$ cat src/rtl/axi4_stream_sink_pkg.sv
// Shared types and helpers for the AXI4-Stream sink: ready policies, ready FSM
// states, LFSR constants and a popcount helper for TKEEP byte counting.
package axi4_stream_sink_pkg;

    // Run-time selectable TREADY policy (3-bit encoding seen on cfg_policy).
    typedef enum logic [2:0] {
        POL_SINGLE             = 3'd0,
        POL_EVENTS             = 3'd1,
        POL_OSC                = 3'd2,
        POL_RANDOM             = 3'd3,
        POL_AFTER_VALID_SINGLE = 3'd4,
        POL_AFTER_VALID_EVENTS = 3'd5,
        POL_AFTER_VALID_OSC    = 3'd6,
        POL_ALWAYS             = 3'd7
    } policy_t;

    // Ready generator FSM states.
    typedef enum logic [1:0] {
        WAIT_VALID = 2'd0,
        LOW        = 2'd1,
        HIGH       = 2'd2
    } state_t;

    // 16-bit Fibonacci LFSR, taps 16,14,13,11. The register shifts right, so
    // those taps land on bits 0,2,3,5 of the current value.
    localparam logic [15:0] LFSR_SEED = 16'hACE1;
    localparam logic [15:0] LFSR_TAPS = 16'h002D;

    // Number of set bits; callers zero-extend TKEEP (up to 128 lanes).
    function automatic logic [7:0] popcount(input logic [127:0] v);
        logic [7:0] n;
        n = '0;
        for (int i = 0; i < 128; i++) begin
            n = n + 8'(v[i]);
        end
        return n;
    endfunction

    // State the FSM starts in after reset or a configuration load.
    function automatic state_t init_state(input policy_t p);
        if (p == POL_AFTER_VALID_SINGLE || p == POL_AFTER_VALID_EVENTS ||
            p == POL_AFTER_VALID_OSC) begin
            return WAIT_VALID;
        end
        return LOW;
    endfunction

endpackage

$ cat src/rtl/axi4_stream_ready_gen.sv
// TREADY generator: WAIT_VALID/LOW/HIGH FSM with a shared cycle/event counter
// and a free-running LFSR for the RANDOM policy. TREADY is a register whose
// next value is derived from the current state and the current handshake.
module axi4_stream_ready_gen
    import axi4_stream_sink_pkg::*;
#(
    parameter int CW = 16
) (
    input  logic          clk,
    input  logic          rst,
    input  logic          restart,
    input  logic          tvalid,
    input  logic          handshake,
    input  logic [2:0]    policy,
    input  logic [CW-1:0] low,
    input  logic [CW-1:0] high,
    input  logic [CW-1:0] events,
    output logic          tready
);

    policy_t       pol;
    state_t        state, state_nxt;
    logic [CW-1:0] cnt, cnt_nxt;
    logic          tready_nxt;
    logic [15:0]   lfsr, lfsr_nxt;
    logic          after_valid;
    logic [CW-1:0] high_eff, events_eff;
    state_t        low_entry, exit_target;

    assign pol         = policy_t'(policy);
    assign after_valid = (init_state(pol) == WAIT_VALID);
    assign high_eff    = (high == '0) ? CW'(1) : high;
    assign events_eff  = (events == '0) ? CW'(1) : events;
    // A zero low time skips LOW entirely and goes straight back to HIGH.
    assign low_entry   = (low == '0) ? HIGH : LOW;
    assign exit_target = after_valid ? WAIT_VALID : low_entry;
    assign lfsr_nxt    = {^(lfsr & LFSR_TAPS), lfsr[15:1]};

    // Next-state, next-counter and next-TREADY decode.
    always_comb begin
        state_nxt  = state;
        cnt_nxt    = cnt;
        tready_nxt = tready;
        case (state)
            WAIT_VALID: begin
                if (tvalid) begin
                    state_nxt = low_entry;
                    cnt_nxt   = '0;
                end
            end
            LOW: begin
                if (low == '0 || cnt == low - CW'(1)) begin
                    state_nxt = HIGH;
                    cnt_nxt   = '0;
                end else begin
                    cnt_nxt = cnt + CW'(1);
                end
            end
            HIGH: begin
                case (pol)
                    POL_SINGLE, POL_AFTER_VALID_SINGLE: begin
                        if (handshake) begin
                            state_nxt = exit_target;
                            cnt_nxt   = '0;
                        end
                    end
                    POL_EVENTS, POL_AFTER_VALID_EVENTS: begin
                        if (handshake) begin
                            if (cnt == events_eff - CW'(1)) begin
                                state_nxt = exit_target;
                                cnt_nxt   = '0;
                            end else begin
                                cnt_nxt = cnt + CW'(1);
                            end
                        end
                    end
                    POL_OSC, POL_AFTER_VALID_OSC: begin
                        if (cnt == high_eff - CW'(1)) begin
                            state_nxt = exit_target;
                            cnt_nxt   = '0;
                        end else begin
                            cnt_nxt = cnt + CW'(1);
                        end
                    end
                    default: begin
                    end
                endcase
            end
            default: begin
                state_nxt = init_state(pol);
                cnt_nxt   = '0;
            end
        endcase
        tready_nxt = (state_nxt == HIGH);
        if (pol == POL_RANDOM) begin
            tready_nxt = lfsr_nxt[0];
        end else if (pol == POL_ALWAYS) begin
            tready_nxt = 1'b1;
        end
    end

    // State, counter, TREADY and LFSR registers; a config load restarts the FSM.
    always_ff @(posedge clk) begin
        if (rst) begin
            state  <= init_state(POL_OSC);
            cnt    <= '0;
            tready <= 1'b0;
            lfsr   <= LFSR_SEED;
        end else begin
            lfsr <= lfsr_nxt;
            if (restart) begin
                state  <= init_state(pol);
                cnt    <= '0;
                tready <= 1'b0;
            end else begin
                state  <= state_nxt;
                cnt    <= cnt_nxt;
                tready <= tready_nxt;
            end
        end
    end

endmodule

$ cat src/rtl/axi4_stream_sink.sv
// AXI4-Stream sink: latches the back-pressure configuration, drives TREADY via
// axi4_stream_ready_gen and accumulates beat/byte/packet counts plus a
// per-packet XOR checksum. Defining AXI4_STREAM_SINK_PROTOCOL_CHECK_EN adds
// sts_proto_err, counting cycles where a stalled beat was dropped or changed.
module axi4_stream_sink
    import axi4_stream_sink_pkg::*;
#(
    parameter int DN = 1,
    parameter int DW = 8 * DN,
    parameter int CW = 16,
    parameter int SW = 32
) (
    input  logic          ACLK,
    input  logic          ARESET,
    input  logic          TVALID,
    output logic          TREADY,
    input  logic [DW-1:0] TDATA,
    input  logic [DN-1:0] TKEEP,
    input  logic          TLAST,
    input  logic          cfg_load,
    input  logic [2:0]    cfg_policy,
    input  logic [CW-1:0] cfg_low,
    input  logic [CW-1:0] cfg_high,
    input  logic [CW-1:0] cfg_events,
    output logic [SW-1:0] sts_beats,
    output logic [SW-1:0] sts_bytes,
    output logic [SW-1:0] sts_pkts,
    output logic [DW-1:0] pkt_chk,
    output logic          pkt_chk_vld
`ifdef AXI4_STREAM_SINK_PROTOCOL_CHECK_EN
    ,
    output logic [SW-1:0] sts_proto_err
`endif
);

    logic [2:0]    lat_policy, eff_policy;
    logic [CW-1:0] lat_low, lat_high, lat_events;
    logic [CW-1:0] eff_low, eff_high, eff_events;
    logic [DW-1:0] run_xor;
    logic          handshake;

    assign handshake = TVALID & TREADY;

    // During the load cycle the ready generator restarts from the incoming
    // configuration, so it sees the new values one cycle before they latch.
    assign eff_policy = cfg_load ? cfg_policy : lat_policy;
    assign eff_low    = cfg_load ? cfg_low    : lat_low;
    assign eff_high   = cfg_load ? cfg_high   : lat_high;
    assign eff_events = cfg_load ? cfg_events : lat_events;

    // Configuration latch.
    always_ff @(posedge ACLK) begin
        if (ARESET) begin
            lat_policy <= POL_OSC;
            lat_low    <= CW'(0);
            lat_high   <= CW'(1);
            lat_events <= CW'(1);
        end else if (cfg_load) begin
            lat_policy <= cfg_policy;
            lat_low    <= cfg_low;
            lat_high   <= cfg_high;
            lat_events <= cfg_events;
        end
    end

    axi4_stream_ready_gen #(
        .CW(CW)
    ) u_ready_gen (
        .clk       (ACLK),
        .rst       (ARESET),
        .restart   (cfg_load),
        .tvalid    (TVALID),
        .handshake (handshake),
        .policy    (eff_policy),
        .low       (eff_low),
        .high      (eff_high),
        .events    (eff_events),
        .tready    (TREADY)
    );

    // Statistics and checksum; every handshake counts, including in a load cycle.
    always_ff @(posedge ACLK) begin
        if (ARESET) begin
            sts_beats   <= '0;
            sts_bytes   <= '0;
            sts_pkts    <= '0;
            pkt_chk     <= '0;
            pkt_chk_vld <= 1'b0;
            run_xor     <= '0;
        end else begin
            pkt_chk_vld <= handshake & TLAST;
            if (handshake) begin
                sts_beats <= sts_beats + SW'(1);
                sts_bytes <= sts_bytes + SW'(popcount(128'(TKEEP)));
                if (TLAST) begin
                    sts_pkts <= sts_pkts + SW'(1);
                    pkt_chk  <= run_xor ^ TDATA;
                    run_xor  <= '0;
                end else begin
                    run_xor <= run_xor ^ TDATA;
                end
            end
        end
    end

`ifdef AXI4_STREAM_SINK_PROTOCOL_CHECK_EN
    logic          prev_stall;
    logic [DW-1:0] prev_data;
    logic [DN-1:0] prev_keep;
    logic          prev_last;
    logic          proto_hit;

    assign proto_hit = prev_stall & (~TVALID | (TDATA != prev_data) |
                                     (TKEEP != prev_keep) | (TLAST != prev_last));

    // A stalled beat must stay valid and unchanged until it is accepted.
    always_ff @(posedge ACLK) begin
        if (ARESET) begin
            prev_stall    <= 1'b0;
            prev_data     <= '0;
            prev_keep     <= '0;
            prev_last     <= 1'b0;
            sts_proto_err <= '0;
        end else begin
            prev_stall <= TVALID & ~TREADY;
            prev_data  <= TDATA;
            prev_keep  <= TKEEP;
            prev_last  <= TLAST;
            if (proto_hit) begin
                sts_proto_err <= sts_proto_err + SW'(1);
            end
        end
    end
`endif

endmodule
$ cat config.mk
export PLATFORM = sky130hd
export DESIGN_NAME = axi4_stream_sink
export DESIGN_NICKNAME = d
export VERILOG_FILES = /design/src/rtl/axi4_stream_sink_pkg.sv /design/src/rtl/axi4_stream_ready_gen.sv /design/src/rtl/axi4_stream_sink.sv
export SDC_FILE = /design/constraint.sdc
export NUM_CORES = 1
export LEC_CHECK = 0
export ABC_AREA = 1
export CAP_MARGIN = 5
export CORE_MARGIN = 5
export CORE_UTILIZATION = 40
export CTS_CLUSTER_DIAMETER = 30
export DETAILED_ROUTE_END_ITERATION = 12
export GPL_TIMING_DRIVEN = 0
export SYNTH_ARGS = -nofsm -noshare
export SYNTH_HDL_FRONTEND = slang
export SYNTH_SLANG_ARGS = --single-unit
$ cat constraint.sdc
create_clock -name ACLK -period 5.51 [get_ports ACLK]
set_clock_uncertainty 0.15 [all_clocks]
set_input_delay 1.653 -clock ACLK [delete_from_list [all_inputs] [get_ports ACLK]]
set_output_delay 1.653 -clock ACLK [all_outputs]
set_load 0.01 [all_outputs]
## Yosys cells after proc, flatten, opt, wreduce, memory -nomap -nowiden

Index checks and enable logic that the tools add are counted.

- Add/subtract/negate cells: 7
- Equality and inequality tests: 17
- Multiplexer cells: 36
- Bitwise logic cells: 3
- Reductions and logical operators: 17

Operators by type and width:

| kind | number |
|---|---|
| $mux 16 | 11 |
| $pmux 16 s3 | 2 |
| $add 32x1->32 const B | 2 |
| $eq 16x16->1 | 3 |
| $logic_not 16->1 | 3 |
| $sub 16x1->16 const B | 3 |
| $add 32x1->32 | 1 |
| $mux 2 | 13 |
| $add 16x1->16 const B | 1 |
| $reduce_xor 16->1 | 1 |
| $eq 3x3->1 const B | 4 |
| $pmux 2 s3 | 2 |
| $mux 8 | 1 |
| $reduce_or 2->1 | 4 |
| $xor 8x8->8 | 1 |
| $eq 3x2->1 const B | 2 |
| $mux 1 | 6 |
| $ne 3x3->1 const B | 2 |
| $eq 2x2->1 const B | 2 |
| $logic_not 2->1 | 2 |
| $ne 4x4->1 const B | 1 |
| $reduce_and 4->1 | 1 |
| $eq 3x1->1 const B | 1 |
| $logic_not 3->1 | 1 |
| 7 further kinds | 10 |

- Flip-flop bits (word level): 199
- Input bits: 65
- Output and inout bits: 106
- Logic and storage cells: 94

## Logic depth before layout (Yosys ltp)

Gate-level depths: netlist of the first run.

- Word-level depth: 15
- Depth in mapped cells: 30
- Mapped depth without buffers: 28

## Hierarchy

From an unflattened synthesis of the first run, not the netlist that was laid out.

- Cell total of the unflattened synthesis: 1808
- Area total of the unflattened synthesis: 11612.4 um^2

By module, submodules not included:

| module | instances | cells each | area each (um^2) |
|---|---|---|---|
| axi4_stream_sink | 1 | 1151 | 7728.7 |
| axi4_stream_ready_gen | 1 | 657 | 3883.7 |

## Least setup slack after synthesis of the first run

No wires, ideal clock.

- Path kind: input port to flip-flop
- Start: input cfg_load
- End: register u_ready_gen.cnt[10]
- Setup time: 128 ps
- Arrival: 4390 ps
- Data required time: 5232 ps
- Path slack: 841 ps
- Stages on the path: 28
- Cells stage by stage: buf_4 > inv_2 > buf_4 > nand2_1 > nand2_1 > nor2_1 > nand2_1 > nor2_1 > nand2_1 > nand2_1 > inv_1 > ha_1 > inv_1 > nor3_2 > nand2_1 > nor2_1 > nand3_1 > xor2_1 > o2111ai_1 > nor2_1 > nand3b_1 > nand2_1 > nand2_1 > nand3_1 > nand2_1 > nand2_2 > buf_6 > a21oi_1

- Longest elaborated chain between the ends: 9
- Elaborated cells between the ends (all ways): 36

RTL lines:

| item | line | text |
|---|---|---|
| start: declaration | axi4_stream_sink.sv:20 | `input logic cfg_load,` |
| $mux 16 | n/a |  |
| $logic_not 16->1 | axi4_stream_ready_gen.sv:33 | `assign events_eff = (events == '0) ? CW'(1) : events;` |
| $mux 16 | axi4_stream_ready_gen.sv:33 |  |
| $sub 16x1->16 | axi4_stream_ready_gen.sv:69 | `if (cnt == events_eff - CW'(1)) begin` |
| $eq 16x16->1 | axi4_stream_ready_gen.sv:69 |  |
| $mux 16 | axi4_stream_ready_gen.sv:69 |  |
| $mux 16 | axi4_stream_ready_gen.sv:68 | `if (handshake) begin` |
| $pmux 16 s3 | axi4_stream_ready_gen.sv:60 | `case (pol)` |
| $pmux 16 s3 | axi4_stream_ready_gen.sv:44 | `case (state)` |
| end signal: assignment | axi4_stream_ready_gen.sv:117 | `cnt <= cnt_nxt;` |
| end: declaration | axi4_stream_ready_gen.sv:23 | `logic [CW-1:0] cnt, cnt_nxt;` |

Several ways; a longest one is shown, not always the timed one. The select of a mux whose other input is x is not followed.
A chain may end at the register's enable or synchronous reset.

## Worst setup path in the final report of the first run

- Start: input cfg_load
- End: register u_ready_gen.tready

- Longest elaborated chain between the ends: 15
- Elaborated cells between the ends (all ways): 48

RTL lines:

| item | line | text |
|---|---|---|
| branches (longest 15 deep; another with $sub 16x1->16) | n/a |  |
| end signal: assignment | axi4_stream_ready_gen.sv:118 | `tready <= tready_nxt;` |
| end: declaration | axi4_stream_ready_gen.sv:18 | `output logic tready` |

Parallel ways; which one is timed is not known. The select of a mux whose other input is x is not followed.

==> impl_metrics.ini, run 1 <==
[min_path]
whs_path_depth = 2
holdCritPathClass = reg -> reg
worstHoldStart = u_ready_gen.lfsr[9]
hold-path-endpoint = u_ready_gen.lfsr[8]

[timing]
max_clock_freq_mhz = 199.8
setup_viol = 0
hold_viol_final = 0
tightestPinTransition_ns = 0.9505
fin_crit_sh = 0.9084
post-route-worst-setup-slack_ns = 0.5047
slew_headroom = 0.3664
number_of_max_slew_violations_in_the_final_report = 0
rsz0062_at_grt = false
timing.setup.tns_ns = 0
final.min_clock_period_ns = 5.005

[logic_synthesis]
seq_area_frac_synth = 0.3628
synthesis.nets = 1703
post_synth.cell_area_avg_um2 = 6.782
syn_inst = 1619
yosys_register_bits = 199
number_of_enable_type_register_cells_in_the_synthesized_netlist = 0
synth_flop_cell = sky130_fd_sc_hd__dfxtp_1
yosys.cell_types.count = 48
async_flop_share = 0
ys_warn_count = 0
syn-cell-area_um2 = 10980

[grt]
gr-total-overflow = 0
grt_antenna_before_repair = 5
wire_length_of_the_first_global_routing_pass_um = 53190
grt.total_usage = 0.2155
first_global_vias = 10234
pin_count_of_the_biggest_net_entering_global_routing = 20

[run_status]
run_status = finished clean

[setup_path]
timing.rr.end = u_ready_gen.tready
r2r_setup_slack_ns = 1.85
cp_data_required_time_ns = 5.74
critical_path_s_largest_stage_delay_ns = 0.33
regToRegStartpoint = lat_events[5]
worst_path_cell_with_the_longest_stage_delay = sky130_fd_sc_hd__buf_2
crit_type = in -> reg
crit_path_frequent_cell = sky130_fd_sc_hd__nand2_1
timing.critical_path.to_type = flop
critPathArrivalTime_ns = 5.23
maximum_fanout_count_along_the_critical_path = 10
timing.critical_path.from_type = input port
worstRegToRegCells = 24

[drt]
post_route_drc = 0
via_per_inst = 5.026
detailedRoute.firstPassIterationCount = 5
detailroute.via_count = 10861
detailedRoute.firstIterationViolations = 766
dr.max_layer_used = met5
wl_met2_um = 15590
detailroute.wirelength.met3_um = 2387
route.layer.met1.wl_um = 14820
routedWlPerCell_um = 15.53
total_routed_length_um = 33560
ant_nets = 0

[clock_network]
clock_tree.htree_level_count = 4
cts_resized = 0
insertion_delay_ns = 0.45
clk_root_buffer_cell = sky130_fd_sc_hd__clkbuf_16
path_clk_slew_ns = 0.08
cts_made_buffers = 17
max-clock-path-buffers = 2
postCtsHoldBufs = 0
cts_sinks = 199
post_cts.repair.setup_buffers = 0
tritoncts_clock_tree = done

[layout]
multi_input_area_um2 = 5988
register_area_um2 = 3984
fin_nets = 1890
share_of_cells_above_drive_strength_1 = 0.06762
fillers = 2793
syn2layout_area_growth_pct = 24.59

[job]
max-cap-violations = 0

[power_and_ir_drop]
max-vdd-ir-drop_uv = 147.0
cellPowerDensity_nw_per_um2 = 232.7
p_leak_nw = 5.280

[die]
rows = 60
initial_standard_cell_utilization_of_the_core = 0.4063
area_of_the_core_region_um2 = 27030
ios = 171
floorplan.die_area_um2 = 30870
fp.dieW_um = 175.7
die_height_um = 175.7

[placement]
place_ws_ns = 0.06876
place_congestion = 0.8947
port-buffer-count = 168
dp_hpwl_um = 25710
-- flip-flops by register name, summed over array words and instances (netlist names), 16 cells and up --
signal / count
u_ready_gen.cnt: 16
sts_beats: 32
lat_high: 16
lat_low: 16
sts_pkts: 32
sts_bytes: 32
lat_events: 16
u_ready_gen.lfsr: 16
-- power breakdown --
| part | leakage, nW | internal, W | switching, W |
|---|---|---|---|
| clock network | 0.287 | 0.000645 | 0.000629 |
| registers | 1.62 | 0.00147 | 0.0000104 |
| logic | 3.37 | 0.000163 | 0.000267 |
| total | 5.28 | 0.00228 | 0.000906 |
-- cell usage after synthesis (all sizes together), types with 2 or more instances --
master / count / area [um^2]
nor3b: 5 / 37.54
nor2: 195 / 812.0
nand2: 392 / 1499
o211ai: 2 / 15.01
ha: 19 / 237.7
xnor2: 12 / 105.1
a21oi: 132 / 660.6
nor3: 48 / 270.3
dfxtp: 199 / 3984
o21a: 15 / 112.6
or2: 28 / 175.2
nand4: 44 / 275.3
nand3: 98 / 510.5
a211oi: 6 / 45.04
clkinv: 3 / 16.27
inv: 196 / 738.2
or4: 3 / 22.52
nor4: 20 / 137.6
xor2: 70 / 613.1
clkbuf: 27 / 101.4
o31ai: 2 / 15.01
o21ai: 71 / 362.8
a21boi: 2 / 15.01
buf: 21 / 152.6
a31oi: 2 / 12.51
-- layout by cell type (no fill, tap or decap), types with 15 or more instances in the layout --
cell and n:
sky130_fd_sc_hd__nand2_1 385, sky130_fd_sc_hd__dfxtp_1 199, sky130_fd_sc_hd__inv_1 186, sky130_fd_sc_hd__nor2_1 171
sky130_fd_sc_hd__clkdlybuf4s50_1 168, sky130_fd_sc_hd__a21oi_1 132, sky130_fd_sc_hd__nand3_1 94, sky130_fd_sc_hd__xor2_1 70
sky130_fd_sc_hd__o21ai_0 53, sky130_fd_sc_hd__nand4_1 44, sky130_fd_sc_hd__nor3_1 42, sky130_fd_sc_hd__clkbuf_1 27
sky130_fd_sc_hd__nor2_2 20, sky130_fd_sc_hd__ha_1 19, sky130_fd_sc_hd__or2_2 18, sky130_fd_sc_hd__nor4_1 18
sky130_fd_sc_hd__clkbuf_16 17, sky130_fd_sc_hd__o21ai_1 16, sky130_fd_sc_hd__o21a_1 15
-- per-layer routing --
metal  GRT usage  vias to the layer above
li1            -                     5599
met1      0.2688                     4914
met2      0.3628                      286
met3     0.06113                       54
met4     0.06433                        8
met5           0                        -
-- cell families after synthesis --
kind of cell / share of synthesized area
XOR/XNOR: 0.06541
flip-flops: 0.3628
AO/OA/AOI/OAI: 0.1145
adder cells (fa/ha/maj): 0.02165
AND/OR/NAND/NOR: 0.3438
buffers and inverters: 0.09184
-- worst max-delay path, delay by kind of cell --
kind / cells / cell delay [ns]
xor+xnor: 1 / 0.23
compound gates: 3 / 0.54
simple gates: 17 / 1.71
fa+ha+maj: 1 / 0.20
buf+inv: 5 / 0.88
-- worst max-delay path by stage --
stage	startpoint	endpoint	slack (ns)	cells past startpoint
finish	cfg_load	u_ready_gen.tready	0.50	27
global placement	cfg_load	u_ready_gen.tready	0.07	27
global route	cfg_load	u_ready_gen.tready	0.14	29
floorplan	cfg_load	u_ready_gen.cnt[10]	0.84	28
detailed placement	cfg_load	u_ready_gen.tready	0.07	27
CTS	cfg_load	u_ready_gen.tready	0.52	27
-- area by class of cell --
class / instances / share of cell area
Sequential cell: 199 / 0.2912
Tap cell: 341 / 0.03119
Inverter: 199 / 0.05515
Timing Repair Buffer: 168 / 0.1229
Clock buffer: 17 / 0.03110
Clock inverter: 15 / 0.01198
Buffer: 48 / 0.01857
Antenna cell: 1 / 0.0001829
Multi-Input combinational cell: 1173 / 0.4377
-- through the flow --
stage | instance area (um^2) | total power (W) | cells | hold WS [ns] | utilization
6_report | 13680 | 0.003184 | 2161 | 0.2564 | 0.5062
5_1_grt | 13680 | 0.003332 | 2161 | 0.2792 | 0.5062
4_1_cts | 13680 | 0.003211 | 2160 | 0.2589 | 0.5061
3_5_place_dp | 13090 | 0.001944 | 2128 | 0.2462 | 0.4843
3_3_place_gp | 13090 | 0.001940 | 2128 | 0.2394 | 0.4843
2_1_floorplan | 10980 | 0.001800 | 1619 | 0.2383 | -
(Power assumes the default switching activity.)
==> inputs of run 2 (changes only) <==
--- a/config.mk
+++ b/config.mk
@@ -9,7 +9,9 @@
 export CAP_MARGIN = 5
 export CORE_MARGIN = 5
 export CORE_UTILIZATION = 40
+export CTS_BUF_LIST = sky130_fd_sc_hd__clkbuf_8
 export CTS_CLUSTER_DIAMETER = 30
+export CTS_CLUSTER_SIZE = 24
 export DETAILED_ROUTE_END_ITERATION = 12
 export GPL_TIMING_DRIVEN = 0
 export SYNTH_ARGS = -nofsm -noshare
==> run 2 against run 1 <==
  * Sequential share of layout area rose by 0.41 points
  * Critical path depth unchanged
  * Power shrank 9.7%
  * Largest power group unchanged
  * Highest routed layer unchanged
==> impl_metrics.ini, run 2 (synthesis results as in run 1) <==
[clock_network]
cts_made_buffers = 17
postCtsHoldBufs = 0
insertion_delay_ns = 0.48
cts_resized = 0
cts_sinks = 199
max-clock-path-buffers = 2
clk_root_buffer_cell = sky130_fd_sc_hd__clkbuf_8
clock_tree.htree_level_count = 4
tritoncts_clock_tree = done
post_cts.repair.setup_buffers = 0
path_clk_slew_ns = 0.11

[drt]
total_routed_length_um = 33400
detailedRoute.firstPassIterationCount = 5
via_per_inst = 4.993
detailroute.via_count = 10789
routedWlPerCell_um = 15.46
ant_nets = 0
detailedRoute.firstIterationViolations = 781
post_route_drc = 0

[layout]
syn2layout_area_growth_pct = 22.85
fillers = 2819
multi_input_area_um2 = 5988
fin_nets = 1890
most-common-layout-cells = sky130_fd_sc_hd__nand2_1, sky130_fd_sc_hd__dfxtp_1, sky130_fd_sc_hd__inv_1
top_regs = sts_beats: 32 flops, sts_bytes: 32 flops, sts_pkts: 32 flops
most_frequent_standard_cell_in_the_layout_excluding_fill_and_tap_cells = sky130_fd_sc_hd__nand2_1
register_area_um2 = 3984
share_of_cells_above_drive_strength_1 = 0.06762
final_area_um2 = 13490
final-instance-count-excl-fill = 2161

[grt]
gr-total-overflow = 0
wire_length_of_the_first_global_routing_pass_um = 52990
first_global_vias = 10154
grt.total_usage = 0.2137
grt_antenna_before_repair = 5
pin_count_of_the_biggest_net_entering_global_routing = 20

[die]
die_height_um = 175.7
floorplan.die_area_um2 = 30870
area_of_the_core_region_um2 = 27030
fp.dieW_um = 175.7
rows = 60
ios = 171
initial_standard_cell_utilization_of_the_core = 0.4063

[setup_path]
timing.critical_path.to_type = flop
critPathArrivalTime_ns = 5.23
cp_data_required_time_ns = 5.76
timing.critical_path.from_type = input port
r2r_setup_slack_ns = 1.85
maximum_fanout_count_along_the_critical_path = 10
crit_type = in -> reg

[placement]
dp_hpwl_um = 25710
place_congestion = 0.8947
place.detailed.instances = 2128
port-buffer-count = 168
post_dp_cell_area_um2 = 13090

[min_path]
holdCritPathClass = reg -> reg

[timing]
slew_headroom = 0.3737
rsz0062_at_grt = false
timing.setup.tns_ns = 0
number_of_max_slew_violations_in_the_final_report = 0
tightestPinTransition_ns = 0.9395
setup_viol = 0
max_clock_freq_mhz = 200.9
fin_crit_sh = 0.9034
hold_viol_final = 0
final.min_clock_period_ns = 4.978

[power_and_ir_drop]
p_leak_nw = 5.193
cellPowerDensity_nw_per_um2 = 213.0
max-vdd-ir-drop_uv = 145.8
post-layout-total-power_w = 0.002874

[job]
max-cap-violations = 0

[run_status]
run_status = finished clean
==> run 2: worst max-delay path, cell delays in order <==
cell and delay [ns]:
sky130_fd_sc_hd__buf_4 0.14, sky130_fd_sc_hd__inv_2 0.18, sky130_fd_sc_hd__buf_2 0.33, sky130_fd_sc_hd__nand2_1 0.11, sky130_fd_sc_hd__nand2_1 0.14, sky130_fd_sc_hd__nor2_1 0.08
sky130_fd_sc_hd__nand2_1 0.06, sky130_fd_sc_hd__nor2_1 0.04, sky130_fd_sc_hd__nand2_2 0.16, sky130_fd_sc_hd__nand2_1 0.11, sky130_fd_sc_hd__inv_2 0.12, sky130_fd_sc_hd__ha_1 0.20
sky130_fd_sc_hd__nand2_1 0.13, sky130_fd_sc_hd__inv_1 0.13, sky130_fd_sc_hd__nand2_1 0.07, sky130_fd_sc_hd__xor2_1 0.23, sky130_fd_sc_hd__a21boi_0 0.23, sky130_fd_sc_hd__nand2_1 0.07
sky130_fd_sc_hd__nor2_1 0.23, sky130_fd_sc_hd__nand4_1 0.12, sky130_fd_sc_hd__nand2_1 0.09, sky130_fd_sc_hd__nand2_1 0.05, sky130_fd_sc_hd__nand3_1 0.06, sky130_fd_sc_hd__nand3_1 0.08
sky130_fd_sc_hd__a21oi_1 0.19, sky130_fd_sc_hd__nand3_1 0.10, sky130_fd_sc_hd__a21oi_1 0.13
==> run 2: final timing paths <==
path	cells after the start	end	start
worst max-delay path	27	u_ready_gen.tready	cfg_load
worst max register to register	24	u_ready_gen.tready	lat_events[5]
worst min-delay path	2	u_ready_gen.lfsr[8]	u_ready_gen.lfsr[9]
worst min register to register	2	u_ready_gen.lfsr[8]	u_ready_gen.lfsr[9]
==> run 2: final cells by class <==
| type | instances | share of cell area |
|---|---|---|
| multi-input cells | 1173 | 0.4439 |
| flip-flops and latches | 199 | 0.2953 |
| repair buffers | 168 | 0.1247 |
| inverters | 199 | 0.05593 |
| well taps | 341 | 0.03163 |
| plain buffers | 48 | 0.01883 |
| clock buffers | 17 | 0.01735 |
| clock inverters | 15 | 0.01215 |
| diodes | 1 | 0.0001855 |
==> run 2: per-stage QoR <==
stage	setup slack, ns	hold slack, ns	util
detailed placement	0.06876	0.2462	0.4843
global placement	0.06706	0.2394	0.4843
finish	0.5321	0.2552	0.4991
global route	0.1852	0.2844	0.4991
floorplan	0.8414	0.2383	-
CTS	0.5531	0.2636	0.4990
==> run 2: per-layer routing <==
metal / track usage / routed length [um]
met1: 0.2687 / 15000
met2: 0.3620 / 15460
met3: 0.06436 / 2249
met4: 0.04873 / 648
met5: 0 / 40
==> run 2: power breakdown <==
part / total, W / switching (W) / internal, W
Sequential: 0.00148 / 0.0000104 / 0.00147
Combinational: 0.000430 / 0.000267 / 0.000163
Clock: 0.000963 / 0.000584 / 0.000378
